File: src/rtl/reg_file_pkg.sv
// ============================================================================
// Module      : reg_file_pkg
// Description : Shared definitions for the multi-port register file: default
//               geometry constants and the clear-FSM state encoding.
// Revision    : 1.0 - initial release
// ============================================================================
`default_nettype none

package reg_file_pkg;

    localparam int XLEN_DEF  = 32;
    localparam int NREGS_DEF = 32;
    localparam int NRD_DEF   = 2;

    // CLEAR walks every register to zero after reset; READY is terminal.
    typedef enum logic [0:0] {
        CLEAR = 1'b0,
        READY = 1'b1
    } clr_state_t;

endpackage

`default_nettype wire

File: src/rtl/reg_file_clear_fsm.sv
// ============================================================================
// Module      : reg_file_clear_fsm
// Description : Post-reset clear sequencer. Walks cnt from 0 to NREGS-1,
//               requesting a zero write to register cnt on each edge, then
//               parks in READY until the next reset.
// Ports       : clk, rst        - clock, synchronous active-high reset
//               clr_we          - clear write request (never during rst)
//               clr_addr        - register currently being cleared
//               ready           - registered, high only in READY
// Revision    : 1.0 - initial release
// ============================================================================
`default_nettype none

module reg_file_clear_fsm
    import reg_file_pkg::*;
#(
    parameter  int NREGS = NREGS_DEF,
    localparam int AW    = $clog2(NREGS)
) (
    input  logic          clk,
    input  logic          rst,
    output logic          clr_we,
    output logic [AW-1:0] clr_addr,
    output logic          ready
);

    localparam logic [AW-1:0] c_last = AW'(NREGS - 1);

    clr_state_t    r_state;
    logic [AW-1:0] r_cnt;
    logic          r_ready;

    always_ff @(posedge clk) begin
        if (rst) begin
            r_state <= CLEAR;
            r_cnt   <= '0;
            r_ready <= 1'b0;
        end else begin
            case (r_state)
                CLEAR: begin
                    // The last register is cleared on the same edge that
                    // enters READY, so ready rises NREGS edges after release.
                    if (r_cnt == c_last) begin
                        r_state <= READY;
                        r_ready <= 1'b1;
                    end else begin
                        r_cnt <= r_cnt + AW'(1);
                    end
                end
                READY: begin
                    r_ready <= 1'b1;
                end
                default: begin
                    r_state <= CLEAR;
                    r_cnt   <= '0;
                    r_ready <= 1'b0;
                end
            endcase
        end
    end

    // Gated with rst so nothing is written on a reset edge.
    assign clr_we   = (r_state == CLEAR) && !rst;
    assign clr_addr = r_cnt;
    assign ready    = r_ready;

endmodule

`default_nettype wire

File: src/rtl/reg_file_mp.sv
// ============================================================================
// Module      : reg_file_mp
// Description : Register file with two write ports, NRD asynchronous read
//               ports and a debug read port. Register 0 reads as zero. All
//               registers are cleared by a sequencer after reset; reads
//               return zero and writes are ignored until ready.
//               Optional macro REG_FILE_MP_BYPASS_EN forwards same-cycle
//               write data to the read ports (port 1 has priority).
// Ports       : clk, rst        - clock, synchronous active-high reset
//               we[1:0]         - write enable per write port
//               waddr, wdata    - packed per write port (port p at p*AW/p*XLEN)
//               raddr, rdata    - packed per read port
//               ready           - initial clear complete
//               dbg_addr/data   - debug read, never bypassed
// Revision    : 1.0 - initial release
// ============================================================================
`default_nettype none

module reg_file_mp
    import reg_file_pkg::*;
#(
    parameter  int XLEN  = XLEN_DEF,
    parameter  int NREGS = NREGS_DEF,
    parameter  int NRD   = NRD_DEF,
    localparam int AW    = $clog2(NREGS)
) (
    input  logic                clk,
    input  logic                rst,
    input  logic [1:0]          we,
    input  logic [2*AW-1:0]     waddr,
    input  logic [2*XLEN-1:0]   wdata,
    input  logic [NRD*AW-1:0]   raddr,
    output logic [NRD*XLEN-1:0] rdata,
    output logic                ready,
    input  logic [AW-1:0]       dbg_addr,
    output logic [XLEN-1:0]     dbg_data
);

    logic [XLEN-1:0] r_regs [NREGS];

    logic            w_clr_we;
    logic [AW-1:0]   w_clr_addr;
    logic            w_ready;
    logic            w_rd_en;
    logic [AW-1:0]   w_wa0;
    logic [AW-1:0]   w_wa1;
    logic [XLEN-1:0] w_wd0;
    logic [XLEN-1:0] w_wd1;

    reg_file_clear_fsm #(
        .NREGS (NREGS)
    ) u_clear_fsm (
        .clk      (clk),
        .rst      (rst),
        .clr_we   (w_clr_we),
        .clr_addr (w_clr_addr),
        .ready    (w_ready)
    );

    assign ready = w_ready;
    assign w_wa0 = waddr[0 +: AW];
    assign w_wa1 = waddr[AW +: AW];
    assign w_wd0 = wdata[0 +: XLEN];
    assign w_wd1 = wdata[XLEN +: XLEN];

    // Outputs are forced to zero during rst as well, since ready only drops
    // on the first reset edge.
    assign w_rd_en = w_ready && !rst;

    // ready=1 implies the sequencer is in READY, so clear and user writes
    // never overlap. Port 1 is assigned last so it wins a same-address tie.
    always_ff @(posedge clk) begin
        if (!rst) begin
            if (w_clr_we) begin
                r_regs[w_clr_addr] <= '0;
            end else if (w_ready) begin
                if (we[0] && (w_wa0 != '0)) begin
                    r_regs[w_wa0] <= w_wd0;
                end
                if (we[1] && (w_wa1 != '0)) begin
                    r_regs[w_wa1] <= w_wd1;
                end
            end
        end
    end

    generate
        for (genvar k = 0; k < NRD; k++) begin : g_rd
            logic [AW-1:0]   w_ra;
            logic [XLEN-1:0] w_stored;
            logic [XLEN-1:0] w_val;

            assign w_ra     = raddr[k*AW +: AW];
            assign w_stored = (w_ra == '0) ? '0 : r_regs[w_ra];

`ifdef REG_FILE_MP_BYPASS_EN
            always_comb begin
                w_val = w_stored;
                if (we[0] && (w_wa0 == w_ra) && (w_ra != '0)) begin
                    w_val = w_wd0;
                end
                if (we[1] && (w_wa1 == w_ra) && (w_ra != '0)) begin
                    w_val = w_wd1;
                end
            end
`else
            assign w_val = w_stored;
`endif

            assign rdata[k*XLEN +: XLEN] = w_rd_en ? w_val : '0;
        end
    endgenerate

    assign dbg_data = (w_rd_en && (dbg_addr != '0)) ? r_regs[dbg_addr] : '0;

endmodule

`default_nettype wire

File: config.mk
export PLATFORM = sky130hd
export DESIGN_NAME = reg_file_mp
export DESIGN_NICKNAME = d
export VERILOG_FILES = /design/src/rtl/reg_file_pkg.sv /design/src/rtl/reg_file_clear_fsm.sv /design/src/rtl/reg_file_mp.sv
export SDC_FILE = /design/constraint.sdc
export NUM_CORES = 2
export LEC_CHECK = 0
export BUFFER_PORTS_ARGS = -buffer_cell sky130_fd_sc_hd__buf_2
export CORE_MARGIN = 5
export CORE_UTILIZATION = 35
export CTS_CLUSTER_DIAMETER = 50
export DETAILED_ROUTE_END_ITERATION = 16
export HOLD_SLACK_MARGIN = 0.05
export SLEW_MARGIN = 20
export SYNTH_ARGS = -nofsm -noshare
export SYNTH_HDL_FRONTEND = slang
export SYNTH_SLANG_ARGS = --single-unit
File: constraint.sdc
create_clock -name clk -period 4.9 [get_ports clk]
set_clock_uncertainty 0.2 [all_clocks]
set_input_delay 0.245 -clock clk [delete_from_list [all_inputs] [get_ports clk]]
set_output_delay 0.245 -clock clk [all_outputs]
set_load 0.02 [all_outputs]
==> summary.md <==
| Metric | Value |
|---|---|
| Number of global-route vias before repair | 49500 |
| Die area | between 150000 and 200000 sq um |
| H-tree Lvls | 4 |
| Clock buffer count from CTS | roughly 130 |
| Wirelength per Cell | 34.6 um |
| Number of flops mapped to enable cells by yosys | 1024 |
| Post-CTS setup buffer count | 0 |
| Part of the cycle the worst path needs | 92.8% |
| Area contributors post-synth | edfxtp_1 (46%), mux4_2 (24%), o21ai_0 (7.5%), nand2_1 (6.0%), mux2i_1 (5.9%) |
| Post-CTS resize count | 0 |
| Yosys cell types | 59 |
| Worst EP arrival | 4.10 ns |
| Hold Vio Cnt, Final | 0 |
| FILL cells | 17500 |
| Worst-margin pin slew | 1.26 ns |
| VDD IR max | 0.365 mV |
| Grt ovf | 0 |
| Clock Pin Slew Worst Setup and Hold Paths | 0.06 ns |
| GPL Wtd Cong | between 0.8 and 0.9 |
| Commonest non-fill, non-tap cells in the layout | nand2_1 (1051), edfxtp_1 (1024), o21ai_0 (1000) |
| Layout Cells excl Fill | 7926 |
| Ys async rst share | 0% |
| Critical Path RT | about 4.5 ns |
| Syn Area/Cell | 12.3 sq um |
| CTS tree | done |
| WL final | 274 mm |
| Fin crit period | 4.55 ns |
| Largest area contributor in the netlist | edfxtp_1 |
| Main synth FF type | edfxtp_1 |
| Status | completed |
| First-pass GRT wire length | 378 mm |
| Remaining DRCs | 0 |
| Crit. End Element | primary output |
| YS warnings | 0 |
| Rows | 160 |
| Maximum clock rate | around 220 MHz |
| Die Wd | 446 um |
| Setup TNS | 0 ns |
| P_leak | around 23 nW |
| IO buf count | 189 |
| Worst-Skew Late Latency | 0.79 ns |
| Worst setup SP type | flip-flop |
| Yosys top cell area share | 46.3% |
| Share of post-route cells with drive strength above 1 | between 20% and 30% |
| Sequential-to-total area share from yosys stat | about 46% |
| Dpl cells | about 7600 |
| CTS Hold Bufs | 52 |
| Unrepaired setup endpoints after global routing | false |
| Commonest non-fill, non-tap cell in the layout | nand2_1 |
| Io pins | between 150 and 200 |
| Register bit total from synthesis | 1031 |
| Initial DRC Count | 8905 |
| Critical path peak fanout | 12 |
| Clock Path Buffers | 3 |
| Area Growth Syn to Fin | 13.2% |
| Routed Antenna Nets | 0 |
| Detailed Place HPWL | 162 mm |
| Drt first pass iters | 6 |
| Synth Net Count | ~5500 |
| Initial antenna violation count | 22 |
| Mapped Area | between 60000 and 70000 sq um |
| CORE AREA | 190000 sq um |
| CTS root buf | clkbuf_16 |
| Initial core utilization | 35.1% |
| # nets final | between 5000 and 6000 |
| Routed vias | 52300 |
| Maximum capacitance violations | 0 |
| Chip height | between 400 and 500 um |
| Count of final setup violators | 0 |
| Slew HR | 16.2% |
| Worst min-delay path category | in -> reg |
| Setup CP Type | reg -> out |
| CTS Sinks | 1031 |
| Cell Pwr Density | between 200 and 300 nW/um^2 |
| Cells after Synth | 5414 |
| Global Route Usage Sum | 26.9% |
| Largest net degree at the start of global routing | 104 |
| Via density per instance | 6.60 |
| Max-slew violations | 0 |
## power breakdown
| part | switching [mW] | total [mW] | leakage, nW | internal (mW) |
|---|---|---|---|---|
| Clock | 4.14 | 9.77 | 2.06 | 5.63 |
| Combinational | 1.10 | 1.81 | 12.7 | 0.710 |
| Sequential | 0.0440 | 9.67 | 7.92 | 9.62 |
| Total | 5.28 | 21.2 | 22.7 | 16.0 |
## Yosys cell counts (5+ instances only)
cell type / number
nand2_1: 1057
edfxtp_1: 1024
o21ai_0: 1001
mux4_2: 704
clkbuf_1: 489
mux2i_1: 390
buf_2: 135
o221ai_1: 96
o22a_1: 64
o22ai_1: 53
a21oi_1: 51
inv_1: 36
a211o_1: 30
a22o_1: 30
a22oi_1: 30
buf_4: 28
nor2_1: 27
buf_1: 24
a211oi_1: 20
o21ai_1: 13
nor2_4: 9
nor3_1: 9
dfxtp_1: 7
nand2b_1: 7
buf_6: 6
nand3b_1: 5
nor2_2: 5
nor2b_1: 5
## worst max-delay path, cell delays in order, from the launching register on
cell,delay [ns]
dfxtp_1,0.41
nand2b_1,0.53
or4_2,1.16
buf_4,0.36
o22a_1,0.24
o221ai_1,0.29
buf_2,0.30
## final cells by class
type                            count  area, sq um  share of cell area, %
Multi-Input combinational cell   3664        33200                   44.1
Clock inverter                     75          702                  0.933
Inverter                           36          135                  0.180
Clock buffer                      163         3590                   4.77
Sequential cell                  1031        30900                   41.0
Timing Repair Buffer              440         3570                   4.74
Antenna cell                        6         15.0                 0.0199
Tap cell                         2511         3140                   4.17
## cell families (layout without fill, tap and decap cells)
logic type                 after synthesis  count (layout)  share of synthesized area (%)
AOI/OAI and AO/OA                     1405            1405                           12.2
and+or+nand+nor                       1159            1159                           6.96
muxes                                 1095            1095                           29.7
DFF                                   1031            1031                           46.5
buffers and inverters                  719             714                           4.54
xor gates and xnor gates                 3               3                         0.0395
adders and majority gates                2               2                         0.0376
other                                    0               6                              0
## state kept, by name (all words and copies together), names as in the netlist
| register | flops |
|---|---|
| u_clear_fsm.r_state | 1 |
| u_clear_fsm.clr_addr | 5 |
| r_regs | 1024 |
| u_clear_fsm.ready | 1 |
## metrics by stage
step | worst slack (ns) | area, sq um | power [mW] | utilization [%] | hold slack, ns
2_1_floorplan | 0.215 | 66500 | 11.0 | - | 0.232
3_3_place_gp | 0.901 | 70400 | 11.6 | 37.1 | 0.362
5_1_grt | 0.291 | 75300 | 21.7 | 39.7 | 0.118
6_report | 0.354 | 75300 | 21.2 | 39.7 | 0.116
3_5_place_dp | 0.841 | 70400 | 11.6 | 37.2 | 0.381
4_1_cts | 0.474 | 75200 | 21.2 | 39.7 | 0.0754
## final timing paths
check	to	startpoint	slack, ns	cells past startpoint
max reg2reg	r_regs[0][30]	u_clear_fsm.r_state	0.70	7
max	rdata[19]	u_clear_fsm.ready	0.35	6
min reg2reg	u_clear_fsm.ready	u_clear_fsm.ready	0.40	2
min	r_regs[24][30]	waddr[6]	0.12	4
## routing by layer
| layer | up-vias | GRT usage, % | part of all wire, % |
|---|---|---|---|
| li1 | 21000 | - | - |
| met1 | 26100 | 35.0 | 35 |
| met2 | 4340 | 40.6 | 44 |
| met3 | 877 | 7.99 | 14 |
| met4 | 12 | 14.5 | 6.3 |
| met5 | - | 0 | 0.038 |
(Power assumes the default switching activity.)
